===== config.mk =====
export PLATFORM = sky130hd
export DESIGN_NAME = systolic_stream_frontend_flat
export DESIGN_NICKNAME = d
export VERILOG_FILES = /design/src/rtl/systolic_pkg.sv /design/src/rtl/systolic_stream_frontend_if.sv /design/src/rtl/systolic_stream_frontend_result_serializer.sv /design/src/rtl/systolic_stream_frontend.sv /design/src/flat_wrapper.sv
export SDC_FILE = /design/constraint.sdc
export NUM_CORES = 1
export LEC_CHECK = 0
export ABC_AREA = 1
export CAP_MARGIN = 5
export CORE_AREA = 3 3 173 175
export CTS_CLUSTER_SIZE = 30
export DETAILED_ROUTE_END_ITERATION = 10
export DIE_AREA = 0 0 176 178
export PLACE_DENSITY = 0.79
export SLEW_MARGIN = 20
export SYNTH_ARGS = -nofsm -noshare
export SYNTH_HDL_FRONTEND = slang
export SYNTH_SLANG_ARGS = --single-unit
export TNS_END_PERCENT = 20

===== constraint.sdc =====
create_clock -name clk_i -period 12.8 [get_ports clk_i]
set_input_delay 2.56 -clock clk_i [delete_from_list [all_inputs] [get_ports clk_i]]
set_output_delay 2.56 -clock clk_i [all_outputs]
set_load 0.02 [all_outputs]

===== src/rtl/systolic_pkg.sv =====
// Shared types and constants for the systolic array stream front end.
package systolic_pkg;
  localparam int N_DEF      = 4;
  localparam int DATA_W_DEF = 4;
  localparam int RES_W_DEF  = 11;

  typedef enum logic [2:0] {
    ST_IDLE, ST_LOAD_A, ST_LOAD_B, ST_RUN, ST_DRAIN
  } state_t;

  typedef logic [DATA_W_DEF-1:0] op_elem_t;
  typedef logic [RES_W_DEF-1:0]  res_elem_t;

  // width of a row-major element index over an n x n matrix
  function automatic int idx_w(input int n);
    return (n * n > 1) ? $clog2(n * n) : 1;
  endfunction
endpackage


===== src/rtl/systolic_stream_frontend_if.sv =====
// Operand-in / result-out valid-ready streams of the systolic front end.
interface systolic_stream_frontend_if #(
  parameter int DATA_W = 4,
  parameter int RES_W  = 11
);
  logic              in_valid_i;
  logic              in_ready_o;
  logic [DATA_W-1:0] in_data_i;
  logic              out_valid_o;
  logic              out_ready_i;
  logic [RES_W-1:0]  out_data_o;
  logic              out_last_o;

  modport master (output in_valid_i, in_data_i, out_ready_i,
                  input  in_ready_o, out_valid_o, out_data_o, out_last_o);
  modport slave  (input  in_valid_i, in_data_i, out_ready_i,
                  output in_ready_o, out_valid_o, out_data_o, out_last_o);
endinterface


===== src/rtl/systolic_stream_frontend_result_serializer.sv =====
// Captures the array result matrix and streams it out row-major with last.
module result_serializer import systolic_pkg::*; #(
  parameter int N     = N_DEF,
  parameter int RES_W = RES_W_DEF
) (
  input  logic                        clk_i,
  input  logic                        rst_i,
  input  logic                        capture,
  input  logic [N*N-1:0][RES_W-1:0]   res,
  input  logic                        out_ready,
  output logic                        out_valid,
  output logic [RES_W-1:0]            out_data,
  output logic                        out_last,
  output logic                        drain_done
);
  localparam int IDX_W = idx_w(N);

  logic [N*N-1:0][RES_W-1:0] cap_q;
  logic [IDX_W-1:0]          idx_q;
  logic                      active_q;
  logic                      hs, at_last;

  assign hs      = active_q & out_ready;
  assign at_last = idx_q == IDX_W'(N * N - 1);

  always_ff @(posedge clk_i or posedge rst_i) begin
    if (rst_i) begin
      cap_q    <= '0;
      idx_q    <= '0;
      active_q <= 1'b0;
    end else if (capture) begin
      cap_q    <= res;
      idx_q    <= '0;
      active_q <= 1'b1;
    end else if (hs) begin
      idx_q <= at_last ? '0 : idx_q + 1'b1;
      if (at_last) active_q <= 1'b0;
    end
  end

  // data is only meaningful while valid; keep the bus quiet otherwise
  assign out_valid  = active_q;
  assign out_data   = active_q ? cap_q[idx_q] : '0;
  assign out_last   = active_q & at_last;
  assign drain_done = hs & at_last;
endmodule


===== src/rtl/systolic_stream_frontend.sv =====
// Stream front end for the N x N systolic multiplier: load A/B, run, drain.
// Optional RUN watchdog compiled in with SYSARR_WATCHDOG_EN.
module systolic_stream_frontend import systolic_pkg::*; #(
  parameter int N      = N_DEF,
  parameter int DATA_W = DATA_W_DEF,
  parameter int RES_W  = RES_W_DEF
`ifdef SYSARR_WATCHDOG_EN
  , parameter int TIMEOUT_CYCLES = 64
`endif
) (
  input  logic                              clk_i,
  input  logic                              rst_i,
  systolic_stream_frontend_if.slave         s,
  output logic                              array_rst_o,
  output logic [N-1:0][N-1:0][DATA_W-1:0]   mat_a_o,
  output logic [N-1:0][N-1:0][DATA_W-1:0]   mat_b_o,
  input  logic [N-1:0][N-1:0][RES_W-1:0]    res_i,
  input  logic                              done_i,
  output logic                              busy_o,
  output logic                              err_o
);
  localparam int IDX_W = idx_w(N);

  state_t                     state_q, state_d;
  logic [IDX_W-1:0]           idx_q;
  logic [N*N-1:0][DATA_W-1:0] a_q, b_q;
  logic in_hs, last_in, run_armed, capture, timeout, drain_done;

  assign s.in_ready_o = (state_q == ST_LOAD_A) || (state_q == ST_LOAD_B);
  assign in_hs        = s.in_valid_i & s.in_ready_o;
  assign last_in      = idx_q == IDX_W'(N * N - 1);
  assign capture      = (state_q == ST_RUN) & run_armed & done_i;
  assign array_rst_o  = state_q != ST_RUN;
  assign busy_o       = (state_q != ST_IDLE) && (state_q != ST_LOAD_A);
  assign mat_a_o      = a_q;
  assign mat_b_o      = b_q;

  always_ff @(posedge clk_i or posedge rst_i) begin
    if (rst_i) state_q <= ST_IDLE;
    else       state_q <= state_d;
  end

  always_comb begin
    state_d = state_q;
    case (state_q)
      ST_IDLE:   state_d = ST_LOAD_A;
      ST_LOAD_A: if (in_hs && last_in) state_d = ST_LOAD_B;
      ST_LOAD_B: if (in_hs && last_in) state_d = ST_RUN;
      ST_RUN:    if (capture) state_d = ST_DRAIN;
                 else if (timeout) state_d = ST_LOAD_A;
      ST_DRAIN:  if (drain_done) state_d = ST_LOAD_A;
      default:   state_d = ST_IDLE;
    endcase
  end

  // one index walks A then B; the wrap on the last beat lines up with the phase change
  always_ff @(posedge clk_i or posedge rst_i) begin
    if (rst_i) begin
      idx_q <= '0;
      a_q   <= '0;
      b_q   <= '0;
    end else if (in_hs) begin
      if (state_q == ST_LOAD_A) a_q[idx_q] <= s.in_data_i;
      else                      b_q[idx_q] <= s.in_data_i;
      idx_q <= last_in ? '0 : idx_q + 1'b1;
    end
  end

`ifdef SYSARR_WATCHDOG_EN
  localparam int RC_W = $clog2(TIMEOUT_CYCLES + 1);
  logic [RC_W-1:0] run_cnt_q;
  logic            err_q;

  always_ff @(posedge clk_i or posedge rst_i) begin
    if (rst_i) begin
      run_cnt_q <= '0;
      err_q     <= 1'b0;
    end else begin
      run_cnt_q <= (state_q == ST_RUN) ? run_cnt_q + 1'b1 : '0;
      if (timeout) err_q <= 1'b1;
    end
  end

  // done arriving in the final allowed cycle still wins over the timeout
  assign run_armed = run_cnt_q != '0;
  assign timeout   = (state_q == ST_RUN) && !capture &&
                     (run_cnt_q == RC_W'(TIMEOUT_CYCLES - 1));
  assign err_o     = err_q;
`else
  logic run_armed_q;

  // done is ignored during the first RUN cycle
  always_ff @(posedge clk_i or posedge rst_i) begin
    if (rst_i) run_armed_q <= 1'b0;
    else       run_armed_q <= state_q == ST_RUN;
  end

  assign run_armed = run_armed_q;
  assign timeout   = 1'b0;
  assign err_o     = 1'b0;
`endif

  result_serializer #(.N(N), .RES_W(RES_W)) u_ser (
    .clk_i      (clk_i),
    .rst_i      (rst_i),
    .capture    (capture),
    .res        (res_i),
    .out_ready  (s.out_ready_i),
    .out_valid  (s.out_valid_o),
    .out_data   (s.out_data_o),
    .out_last   (s.out_last_o),
    .drain_done (drain_done)
  );
endmodule


===== src/flat_wrapper.sv =====
// flat-port wrapper written by rule: the top's interface ports become plain ports
module systolic_stream_frontend_flat import systolic_pkg::*;
#(
  parameter int N      = N_DEF,
  parameter int DATA_W = DATA_W_DEF,
  parameter int RES_W  = RES_W_DEF

)
  (clk_i, rst_i, array_rst_o, mat_a_o, mat_b_o, res_i, done_i, busy_o, err_o, s_in_valid_i, s_in_data_i, s_out_ready_i, s_in_ready_o, s_out_valid_o, s_out_data_o, s_out_last_o);
  systolic_stream_frontend_if #(.DATA_W(DATA_W), .RES_W(RES_W)) s_i ();
  input  logic clk_i;
  input  logic rst_i;
  output logic array_rst_o;
  output logic [N-1:0][N-1:0][DATA_W-1:0] mat_a_o;
  output logic [N-1:0][N-1:0][DATA_W-1:0] mat_b_o;
  input  logic [N-1:0][N-1:0][RES_W-1:0] res_i;
  input  logic done_i;
  output logic busy_o;
  output logic err_o;
  input wire logic [$bits(s_i.in_valid_i)-1:0] s_in_valid_i;
  input wire logic [$bits(s_i.in_data_i)-1:0] s_in_data_i;
  input wire logic [$bits(s_i.out_ready_i)-1:0] s_out_ready_i;
  output wire logic [$bits(s_i.in_ready_o)-1:0] s_in_ready_o;
  output wire logic [$bits(s_i.out_valid_o)-1:0] s_out_valid_o;
  output wire logic [$bits(s_i.out_data_o)-1:0] s_out_data_o;
  output wire logic [$bits(s_i.out_last_o)-1:0] s_out_last_o;
  assign s_i.in_valid_i = s_in_valid_i;
  assign s_i.in_data_i = s_in_data_i;
  assign s_i.out_ready_i = s_out_ready_i;
  assign s_in_ready_o = s_i.in_ready_o;
  assign s_out_valid_o = s_i.out_valid_o;
  assign s_out_data_o = s_i.out_data_o;
  assign s_out_last_o = s_i.out_last_o;
  systolic_stream_frontend #(.N(N), .DATA_W(DATA_W), .RES_W(RES_W)) u_core (.clk_i(clk_i), .rst_i(rst_i), .s(s_i), .array_rst_o(array_rst_o), .mat_a_o(mat_a_o), .mat_b_o(mat_b_o), .res_i(res_i), .done_i(done_i), .busy_o(busy_o), .err_o(err_o));
endmodule

==> results.txt <==
----------------------------------------------------
[Status]
  Outcome ... finished clean

[STA]
  Worst hold slack ... 0.479 ns
  Maximum achievable frequency ... 159 MHz
  Worst relative slew slack ... 29.3%
  Number of failing setup endpoints in the final timing report ... 0
  Final count of hold timing violations ... 0
  Slew Limit Fails ... 0
  Transition at the pin with the smallest max-transition slack ... 1.05 ns
  Minimum clock period after layout ... 6.30 ns
  Worst clock skew ... 0.0121 ns
  Setup tns final ... 0 ns
  Final period utilization ... 49.2%
  Unrepaired setup endpoints after global routing ... no

[Layout]
  Nets@finish ... 2206
  Share of layout cells above drive strength 1 ... 5.00%
  Final Instance Area ... 0.0188 mm²
  Area delta synth->final ... 32.6%

[Worst setup path]
  Startpoint class of the critical path ... flop
  Endpoint arrival time on the critical path ... 3.74 ns
  Buffers plus inverters on the worst setup path ... 3
  Cell-by-cell listing of the critical path ... clkinv_1 -> buf_4 -> nor2_1 -> nand2_1 -> nand3_1 -> nand3_1 -> a21oi_1 -> clkdlybuf4s50_1
  Highest fanout seen on the critical path ... 48
  Cell with the biggest individual delay on the critical path ... dfrtp_2
  Top delay family on crit path ... buffers and inverters
  Largest stage delay, worst path ... 0.96 ns
  CP Data Required Time ... 10.24 ns
  Critical Path End Type ... output port
  Most numerous cell on the critical path ... nand3_1
  Type of the setup path with the least slack ... reg -> out

[Clock network]
  Number of buffers added by the clock tree synthesis step ... 35
  CTS root buffer ... clkbuf_16
  Total number of H-tree levels ... 2
  TritonCTS clock tree ... built
  Register clock-pin slew on the reported worst setup and hold paths ... 0.06 ns
  Number of buffers on the longest clock path ... 3
  Post-CTS repair timing setup buffer count ... 0
  Total of cells resized after clock tree synthesis ... 0
  Cts hold-fix bufs ... 0
  Number of clock sinks ... 317
  Insertion delay of the later-clocked pin in the worst-skew pair ... 0.50 ns

[Pwr]
  Sw frac ... 39.4%
  Clock group share of total power ... 21.9%
  Power density over cell area ... 244 mW/mm²
  Net switching component of the power ... 1.80 mW
  Register share of total power ... 36.8%
  Pleak ... 8.94 nW
  Combinational share of power ... 41.3%
  Worst IR Drop VDD ... 0.121 mV
  Internal Dissipation ... 2.77 mW

[GRT]
  Maximum number of pins on one net before global-route repair ... 322
  Vias in the first global route ... 12000
  Wire length of the first global-routing pass ... 64.4 mm
  Total global routing overflow ... 0
  Number of antenna violations at the first check in global routing ... 4
  All-layer global routing usage ... 25.8%

[Yosys]
  Synth cell count leaders ... nand2_1 (576), dfrtp_1 (317), o21ai_0 (187)
  Number of register bits inferred by synthesis ... 317
  Number of warnings reported in the yosys synthesis log ... 0
  Register area share after synthesis ... 56.0%
  Most instantiated flip-flop cell in the synthesis netlist ... dfrtp_1
  Count of unique library cells instantiated by Yosys ... 27
  Synth top area cells ... dfrtp_1 (56%), nand2_1 (15%), o21ai_0 (6.6%), inv_1 (4.8%), nand3_1 (3.4%)
  Post-synth top area share ... 56.0%
  Top-count cell post-synth ... nand2_1
  Post-Syn Instances ... 1735
  Post-Syn Nets ... 1925
  Area leader, netlist ... dfrtp_1
  Share of flip-flops with an asynchronous set or reset ... 100%
  Number of synthesized flops with an enable pin ... 0
  Area of the mapped netlist ... 0.0142 mm²
  Post-Syn Area per Cell ... 8.16 µm²

[Die]
  Die Height ... 178 µm
  Number of core rows ... 62
  Core area ... 0.0286 mm²
  Ports ... 330
  Die Width ... 176 µm
  Die Outline Area ... 0.0313 mm²
  Initial standard-cell utilization of the core ... 49.5%

[Drt]
  Detailed-route DRC error count ... 0
  Wire length per cell after detailed routing ... 16.9 µm
  Final ANT Viol Nets ... 0
  Drt initial violations ... 1359
  First-pass iteration count of the detailed router ... 5
  Post-detailed-route via-to-cell ratio ... 5.15
  Count of vias placed by the detailed router ... 12500
  Wire length reported by the detailed router ... 41.0 mm

[Placement]
  Placer Congestion ... 0.921
  Number of port buffers ... 328
  Placement Cell Area ... 0.0176 mm²
  DP Wirelength ... 28.7 mm

[Run]
  Number of maximum-capacitance violations ... 0

[Worst hold path]
  Min-delay worst type ... reg -> reg

----------------------------------------------------
-- path summary, 6_finish.rpt --
check	start	to	slack (ns)	cells past startpoint
setup / recovery	u_core.u_ser.idx_q[1]	s_out_data_o[2]	6.50	8
hold / removal	u_core.u_ser.cap_q[53]	u_core.u_ser.cap_q[53]	0.48	2
setup reg to reg	u_core.u_ser.idx_q[1]	u_core.u_ser.idx_q[1]	10.43	5
hold reg to reg	u_core.u_ser.cap_q[53]	u_core.u_ser.cap_q[53]	0.48	2
max in group asynchronous	rst_i	u_core.u_ser.idx_q[0]	8.54	3
min in group asynchronous	rst_i	u_core.u_ser.cap_q[102]	2.66	2
-- through the flow --
stage | util [%] | cells | worst slack, ns | power, mW
2_1_floorplan | - | 1735 | 1.47 | 2.78
5_1_grt | 65.6 | 2430 | 6.23 | 4.86
6_report | 65.6 | 2430 | 6.50 | 4.58
3_5_place_dp | 61.5 | 2362 | 7.09 | 3.57
3_3_place_gp | 61.5 | 2362 | 7.14 | 3.51
4_1_cts | 65.5 | 2425 | 6.55 | 4.59
-- worst register-to-register path, stage by stage (launching register included) --
cell      delay (ns)
dfrtp_2         0.96
clkinv_1        0.62
buf_4           0.42
o21ai_0         0.20
nand2_1         0.06
inv_1           0.06
-- cell families (layout without fill, tap and decap cells) --
group,Yosys count,after routing,synth area share [%]
other,1,5,0.0265
AOI/OAI and AO/OA,301,301,10.6
buffers and inverters,276,583,7.81
adders and majority gates,5,5,0.442
DFF,317,317,56.0
xor gates and xnor gates,1,1,0.0619
and+or+nand+nor,834,834,25.0
-- cells in the final DEF, fill, tap and decap left out --
cell,Yosys,layout
a21oi_1,67,67
buf_12,0,2
buf_16,0,1
buf_4,1,4
bufinv_16,0,3
clkbuf_1,51,9
clkbuf_16,0,37
clkbuf_8,0,2
clkdlybuf4s50_1,0,328
clkinv_1,1,2
clkinv_2,0,10
clkinv_4,0,1
clkinvlp_4,0,1
conb_1,1,1
dfrtp_1,317,315
dfrtp_2,0,1
dfrtp_4,0,1
diode_2,0,4
ha_1,5,5
inv_1,181,176
inv_2,3,6
inv_8,0,1
nand2_1,576,576
nand2_2,4,4
nand2_4,12,12
nand3_1,96,96
nand3_2,1,1
nand4_1,3,3
nor2_1,124,124
nor2_4,2,3
nor3_1,2,2
nor3_4,12,12
o21ai_0,187,187
o21ai_1,47,47
or2_1,1,1
xor2_1,1,1
-- state kept, by name (all words and copies together), names as in the netlist --
register and count:
u_core.mat_a_o 64, u_core.u_ser.cap_q 176, u_core.mat_b_o 64, u_core.state_q 3, u_core.u_ser.out_valid 1, u_core.run_armed 1, u_core.u_ser.idx_q 4, u_core.idx_q 4
-- final cells by class --
class | count | area, µm²
clock inverters | 15 | 156
clock buffers | 48 | 987
multi-input cells | 1142 | 5120
well taps | 384 | 480
flip-flops and latches | 317 | 7940
diodes | 4 | 10.0
fillers | 2337 | 9850
inverters | 185 | 702
repair buffers | 335 | 3380
-- power groups by stage --
| stage | Clock, mW | Sequential, mW | Combinational (mW) |
|---|---|---|---|
| finish | 1.00 | 1.68 | 1.89 |
| global route | 1.06 | 1.73 | 2.08 |
| CTS | 1.02 | 1.68 | 1.89 |
| detailed placement | 0 | 1.69 | 1.88 |
| global placement | 0 | 1.67 | 1.84 |
| floorplan | 0 | 1.81 | 0.966 |
-- metal layers --
metal / global-route usage, % / vias to the layer above / share of wire [%] / routed length (µm)
met5: 0 / - / 0 / 0
met4: 11.8 / 0 / 4.6 / 1900
met3: 3.70 / 103 / 6.5 / 2680
met2: 40.8 / 517 / 47 / 19200
met1: 35.5 / 5905 / 42 / 17100
li1: - / 5986 / - / -
No activity file was read; power rests on OpenSTA's default activity.
